===== config.mk =====
export PLATFORM = sky130hd
export DESIGN_NAME = mc_core_ctrl
export DESIGN_NICKNAME = d
export VERILOG_FILES = /design/src/rtl/mc_core_ctrl.sv
export SDC_FILE = /design/constraint.sdc
export NUM_CORES = 1
export LEC_CHECK = 0
export ABC_AREA = 1
export BUFFER_PORTS_ARGS = -buffer_cell sky130_fd_sc_hd__buf_2
export CORE_AREA = 2 2 169 171
export DETAILED_ROUTE_END_ITERATION = 16
export DIE_AREA = 0 0 171 173
export PLACE_DENSITY_LB_ADDON = 0.3
export RECOVER_POWER = 50
export SYNTH_ARGS = -nofsm -noshare
export SYNTH_HDL_FRONTEND = slang
export SYNTH_SLANG_ARGS = --single-unit

===== constraint.sdc =====
create_clock -name clk -period 2.4 [get_ports clk]
set_clock_uncertainty 0.2 [all_clocks]
set_input_delay 0.48 -clock clk [delete_from_list [all_inputs] [get_ports clk]]
set_output_delay 0.48 -clock clk [all_outputs]
set_load 0.05 [all_outputs]

===== src/rtl/mc_core_ctrl.sv =====
// Multi-cycle core sequencer: fetch/exec/mem/writeback handshakes, wait-timeout,
// terminal halt/fault states and cycle/instret performance counters.
module mc_core_ctrl #(
    parameter int              XLEN     = 32,
    parameter logic [XLEN-1:0] RESET_PC = 32'h8000_0000,
    parameter int              TIMEOUT  = 255,
    parameter int              CNT_W    = 64
) (
    input  logic             clk,
    input  logic             rst,
    output logic             imem_req,
    output logic [XLEN-1:0]  imem_addr,
    input  logic             imem_ready,
    input  logic             imem_rvalid,
    input  logic [31:0]      imem_rdata,
    output logic [31:0]      inst,
    input  logic             dec_mem_rd,
    input  logic             dec_mem_wr,
    input  logic             dec_reg_wen,
    input  logic             dec_halt,
    input  logic [XLEN-1:0]  next_pc,
    output logic             dmem_req,
    output logic             dmem_we,
    input  logic             dmem_ready,
    input  logic             dmem_rvalid,
    output logic             rf_wen,
    output logic [XLEN-1:0]  pc,
    output logic             halted,
    output logic             err,
    output logic [CNT_W-1:0] cycle_cnt,
    output logic [CNT_W-1:0] instret
);

    localparam logic [2:0] S_FETCH = 3'd0;
    localparam logic [2:0] S_IWAIT = 3'd1;
    localparam logic [2:0] S_EXEC  = 3'd2;
    localparam logic [2:0] S_MEM   = 3'd3;
    localparam logic [2:0] S_MWAIT = 3'd4;
    localparam logic [2:0] S_WB    = 3'd5;
    localparam logic [2:0] S_HALT  = 3'd6;
    localparam logic [2:0] S_ERR   = 3'd7;

    // The wait counter only needs to reach TIMEOUT-1: that cycle either succeeds or faults.
    localparam int                WAIT_W    = (TIMEOUT > 1) ? $clog2(TIMEOUT) : 1;
    localparam logic [WAIT_W-1:0] WAIT_LAST = WAIT_W'(TIMEOUT - 1);
    localparam logic [WAIT_W-1:0] WAIT_ONE  = {{(WAIT_W-1){1'b0}}, 1'b1};
    localparam logic [CNT_W-1:0]  CNT_ONE   = {{(CNT_W-1){1'b0}}, 1'b1};

    logic [2:0]       state_q,   state_d;
    logic [XLEN-1:0]  pc_q,      pc_d;
    logic [31:0]      inst_q,    inst_d;
    logic [CNT_W-1:0] cycle_q,   cycle_d;
    logic [CNT_W-1:0] instret_q, instret_d;
    logic [WAIT_W-1:0] wait_q,   wait_d;
    logic             timeout_s;
    logic             wait_state_s;
    logic             pc_aligned_s;

    assign timeout_s    = (TIMEOUT != 0) && (wait_q == WAIT_LAST);
    assign wait_state_s = (state_q == S_FETCH) || (state_q == S_IWAIT) ||
                          (state_q == S_MEM)   || (state_q == S_MWAIT);
    assign pc_aligned_s = (next_pc[1:0] == 2'b00);

    // Next-state, instruction latch, PC and retirement logic.
    always_comb begin
        state_d   = state_q;
        pc_d      = pc_q;
        inst_d    = inst_q;
        instret_d = instret_q;
        case (state_q)
            S_FETCH: begin
                if (imem_ready) begin
                    if (imem_rvalid) begin
                        inst_d  = imem_rdata;
                        state_d = S_EXEC;
                    end else begin
                        state_d = S_IWAIT;
                    end
                end else if (timeout_s) begin
                    state_d = S_ERR;
                end else begin
                    state_d = S_FETCH;
                end
            end
            S_IWAIT: begin
                if (imem_rvalid) begin
                    inst_d  = imem_rdata;
                    state_d = S_EXEC;
                end else if (timeout_s) begin
                    state_d = S_ERR;
                end else begin
                    state_d = S_IWAIT;
                end
            end
            S_EXEC: begin
                if (dec_halt) begin
                    state_d = S_HALT;
                end else if (dec_mem_rd && dec_mem_wr) begin
                    state_d = S_ERR;
                end else if (dec_mem_rd || dec_mem_wr) begin
                    state_d = S_MEM;
                end else begin
                    state_d = S_WB;
                end
            end
            S_MEM: begin
                if (dmem_ready) begin
                    if (dec_mem_wr || dmem_rvalid) begin
                        state_d = S_WB;
                    end else begin
                        state_d = S_MWAIT;
                    end
                end else if (timeout_s) begin
                    state_d = S_ERR;
                end else begin
                    state_d = S_MEM;
                end
            end
            S_MWAIT: begin
                if (dmem_rvalid) begin
                    state_d = S_WB;
                end else if (timeout_s) begin
                    state_d = S_ERR;
                end else begin
                    state_d = S_MWAIT;
                end
            end
            S_WB: begin
                // A misaligned target faults without retiring or moving the PC.
                if (pc_aligned_s) begin
                    pc_d      = next_pc;
                    instret_d = instret_q + CNT_ONE;
                    state_d   = S_FETCH;
                end else begin
                    state_d   = S_ERR;
                end
            end
            S_HALT:  state_d = S_HALT;
            S_ERR:   state_d = S_ERR;
            default: state_d = S_ERR;
        endcase
    end

    // Cycle counter and per-state wait counter.
    always_comb begin
        if ((state_q == S_HALT) || (state_q == S_ERR)) begin
            cycle_d = cycle_q;
        end else begin
            cycle_d = cycle_q + CNT_ONE;
        end
        if (state_d != state_q) begin
            wait_d = {WAIT_W{1'b0}};
        end else if (wait_state_s) begin
            wait_d = wait_q + WAIT_ONE;
        end else begin
            wait_d = wait_q;
        end
    end

    // State and datapath registers, asynchronously cleared.
    always_ff @(posedge clk or negedge rst) begin
        if (!rst) begin
            state_q   <= S_FETCH;
            pc_q      <= RESET_PC;
            inst_q    <= 32'h0000_0000;
            cycle_q   <= {CNT_W{1'b0}};
            instret_q <= {CNT_W{1'b0}};
            wait_q    <= {WAIT_W{1'b0}};
        end else begin
            state_q   <= state_d;
            pc_q      <= pc_d;
            inst_q    <= inst_d;
            cycle_q   <= cycle_d;
            instret_q <= instret_d;
            wait_q    <= wait_d;
        end
    end

    assign imem_req  = (state_q == S_FETCH);
    assign imem_addr = pc_q;
    assign inst      = inst_q;
    assign dmem_req  = (state_q == S_MEM);
    assign dmem_we   = (state_q == S_MEM) && dec_mem_wr;
    assign rf_wen    = (state_q == S_WB) && dec_reg_wen && pc_aligned_s;
    assign pc        = pc_q;
    assign halted    = (state_q == S_HALT);
    assign err       = (state_q == S_ERR);
    assign cycle_cnt = cycle_q;
    assign instret   = instret_q;

endmodule

# Word-level counts from Yosys, hierarchy flattened
# Index checks and enable logic that the tools add are counted.
[classes] addsub=3 n_eq_ne=10 mux=20 n_reduce_logical=16
[ops] operator="$add A64 B1 Y64 const B" n=2
[ops] operator="$mux W32" n=2
[ops] operator="$pmux W32 S2" n=1
[ops] operator="$mux W3" n=10
[ops] operator="$pmux W3 S8" n=1
[ops] operator="$mux W8" n=2
[ops] operator="$eq A3 B3 Y1 const B" n=4
[ops] operator="$add A8 B1 Y8 const B" n=1
[ops] operator="$eq A8 B8 Y1 const B" n=1
[ops] operator="$eq A3 B2 Y1 const B" n=2
[ops] operator="$logic_or A1 B1 Y1" n=6
[ops] operator="$mux W2" n=3
[ops] operator="$logic_and A1 B1 Y1" n=4
[ops] operator="$reduce_and A2 Y1" n=2
[ops] operator="$reduce_bool A2 Y1" n=2
[ops] operator="$eq A3 B1 Y1 const B" n=1
[ops] operator="$logic_not A3 Y1" n=1
[ops] operator="$ne A3 B3 Y1" n=1
[ops] operator="$logic_not A2 Y1" n=1
[ops] operator="$ne A2 B1 Y1 const B" n=1
[ops] operator="$mux W1" n=1
[word_totals] ff_bits=203 in_bits=74 wordCells=55

# Logic depth before layout (Yosys ltp)
[logic_depth] ltp_word=7 depth_mapped=13 ltp_nobuf=13

# Worst setup path before layout
# No wires, ideal clock.
[synth_path] path_type="register -> output" from="reg state_q[1]" to="out dmem_we" arrival_time_ns=2.064 t_required_ns=1.720 slack_ns=-0.344 stages_incl_launch_ff=5 n_path_buf=0 path_cell_list="dfrtp_1 -> nand2_1 -> nor2_1 -> inv_1 -> nor2_1"
[synth_between] elab_chain_cells=2
[synth_lines] item="start, declared" line="49" rtl="logic [2:0] state_q, state_d;"
[synth_lines] item="start signal, assigned" line="170" rtl="state_q <= state_d;"
[synth_lines] item="$eq A3 B2 Y1"
[synth_lines] item="via dmem_req" line="22" rtl="output logic dmem_req,"
[synth_lines] item="$logic_and A1 B1 Y1" line="183" rtl="assign dmem_we = (state_q == S_MEM) && dec_mem_wr;"
[synth_lines] item="end, declared" line="23" rtl="output logic dmem_we,"
# The timed path passes the listed nets, and every way through them passes these cells.

# Worst setup path in the final report
[layout_path] from="reg state_q[2]" to="out rf_wen"
[layout_between] elab_chain_cells=3
[layout_lines] item="$eq A3 B3 Y1" line="184" rtl="assign rf_wen = (state_q == S_WB) && dec_reg_wen && pc_aligned_s;"
[layout_lines] item="$logic_and A1 B1 Y1 (2 in a row)" line="184"
[layout_lines] item="end, declared" line="26" rtl="output logic rf_wen,"
# No other way between the ends.

==> results.md <==
* Run status: finished, final reports clean
* P_sw at 0.00160 W
* Worst Setup Slack, final at around 0.058 ns
* Synth async-reset ratio at 1.00
* Die ar. at a little under 30000 sq um
* Cell Pwr Density at between 500 and 600 nW/um^2
* Mean Syn Cell Area at 7.94 sq um
* Arr. time, crit path at 1.66 ns
* Pre-antenna DRT Iters at 8
* Setup Viol. Count Final at 0
* CTS Sinks at 203
* WL/cell at approximately 16 um
* Root buffer cell: clkbuf_16
* Antenna-violating nets left at 0
* Share of the synthesized area in the top cell type at 0.462
* CTS H-tree depth at 1
* Clk_lat worst skew at ~0.52 ns
* Vias in the first global route at 10400
* Mapped Cells at 1380
* Most common cell in the netlist: nand2_1
* Peak supply drop at a little under 0.5 mV
* MaxCap Viol Count at 0
* Crit start category: flop
* EDFF count, synth at 0
* Mapped Area at ~11000 sq um
* Via count at 10500
* Net Sw Frac at 0.205
* DP Wirelength at 25.3 mm
* Layout Nets at 1821
* Sequential fraction of design power at 0.440
* RSZ-0062 raised after global routing: yes
* Cell taking the most area after synthesis: dfrtp_1
* Commonest cells in the netlist: nand2_1 (410), dfrtp_1 (202), nor2_1 (194)
* Routed WL at 33.5 mm
* Endpoints failing hold at 0
* Ys flop type: dfrtp_1
* Yosys warning total at 0
* Global placement routability congestion at 0.985
* Worst-path clk slew at 0.06 ns
* Die W at about 170 um
* Die Height at 173 um
* CORE AREA at 27600 sq um
* Syn Nets at 1459
* # IOs at 304
* # rows at 61
* Final period util at 0.976
* Slew Limit Fails at 0
* WS Path Type: reg -> out
* Final setup TNS at 0 ns
* DRT iter0 DRCs at between 600 and 700
* Hold Crit Class: in -> reg
* Synth top area cells: dfrtp_1 (46%), nand2_1 (14%), nor2_1 (6.6%), xor2_1 (5.2%), inv_1 (4.9%)
* Place WS at about 0.050 ns
* Pin count of the biggest net entering global routing at 51
* Area Overhead vs Synth at 32.1%
* Distinct cell type count after synthesis at 35
* CTS tree: yes
* Period minus WS final at 2.34 ns
* Initial antenna violation count at 1
* Num CTS Buffers at 25
* Count of port buffers added during placement at ~300
* Initial core utilization at 0.396
* Max-slew headroom at 0.268
* First-pass GRT wire length at 53.8 mm
* Gr usage total at 0.224
* Leak Pwr at 7.65 nW
* Yosys reg bits at 203
* # diodes at 0
* Nature of the critical path endpoint: output port
* Layout fillers at between 2000 and 3000
* Max FO, Critical Path at 13
* Grt total ovfl at 0
* Clock power frac at 0.531
* Logic pwr share at 0.029
* Crit path required time at 1.72 ns
* Worst-margin pin slew at 1.10 ns
* Sequential area share after synthesis at 0.464
* Layout cells sized above 1 at 0.256
* Number of remaining DRC errors at 0
* Vias/cell at 4.89
* Fmax at roughly 0.43 GHz
* Int Power at 0.00618 W
* Clock buffer depth at 3
## final timing paths
check                                     from       endpoint  slack, ns  cells after the start
worst max register to register      instret[9]    instret[44]       0.19                      9
worst max-delay path                state_q[2]         rf_wen       0.06                      6
min in group asynchronous                  rst  cycle_cnt[24]       0.51                      2
worst min-delay path            imem_rdata[11]       inst[11]      0.009                      2
worst min register to register   imem_addr[31]  imem_addr[31]       0.30                      2
max in group asynchronous                  rst    instret[29]       0.55                      3
## stage by stage
stage	instances	area, sq um	hold slack, ns	power [W]	util
finish	2137	14500	0.00854	0.00777	0.523
global route	2137	14500	0.00310	0.00804	0.523
detailed placement	2033	12900	0.237	0.00364	0.465
global placement	2033	12900	0.233	0.00364	0.465
floorplan	1380	11000	-0.0156	0.00350	-
CTS	2131	14300	0.000281	0.00789	0.519
## layer usage
metal	part of all wire	track usage
met2	0.48	0.386
met5	0.00039	0
met1	0.41	0.284
met3	0.072	0.0401
met4	0.032	0.0731
## logic make-up after synthesis
kind of cell | synth area share
simple gates | 0.325
mux | 0.0329
fa+ha+maj | 0.00571
compound gates | 0.0122
xor+xnor | 0.0816
flops | 0.464
buf+inv | 0.0785
## power groups by stage
stage	logic, W	clock network [W]	registers, W
global route	0.000251	0.00437	0.00342
global placement	0.000158	0	0.00349
finish	0.000222	0.00413	0.00342
floorplan	0.00000982	0	0.00349
detailed placement	0.000160	0	0.00349
CTS	0.000228	0.00424	0.00342
## state kept, by name, indices dropped and copies added (netlist names)
signal and count:
imem_addr 32, wait_q 8, state_q 3, cycle_cnt 64, instret 64, inst 32
## worst max-delay path: stages, from the launching register on
cell and delay, ns:
dfrtp_2 0.41, nand2_2 0.08, nor2_4 0.17, nand2_4 0.09
buf_12 0.17, nor2_4 0.08, buf_6 0.16
## cell type report
class                           instances  area (sq um)  share of cell area
Multi-Input combinational cell        983          5080               0.351
Tap cell                              378           473              0.0327
Inverter                              146           551              0.0381
Clock buffer                           31           678              0.0469
Sequential cell                       203          5080               0.352
Timing Repair Buffer                  383          2380               0.164
Clock inverter                         13           224              0.0155
## timing repair
item	in CTS	in global routing
hold buffers	54	0
setup endpoints to repair	5	16
buffers inserted	0	5
gates resized for setup	15	18
cloned	0	1
pin swaps	0	1
endpoints found under the hold margin	87	0
## cells in the final DEF, fill, tap and decap left out, drive strengths merged, types with 7 or more instances in the layout
cell type    instances
nand2              416
buf                327
nor2               206
dfrtp              202
inv                144
nand3               86
xor2                65
dlygate4sd3         54
nand4               45
nor3                41
xnor2               37
clkbuf              33
mux2                32
o21ai               22
nand3b              13
clkinv               7
Power figures use the tool's default switching activity.
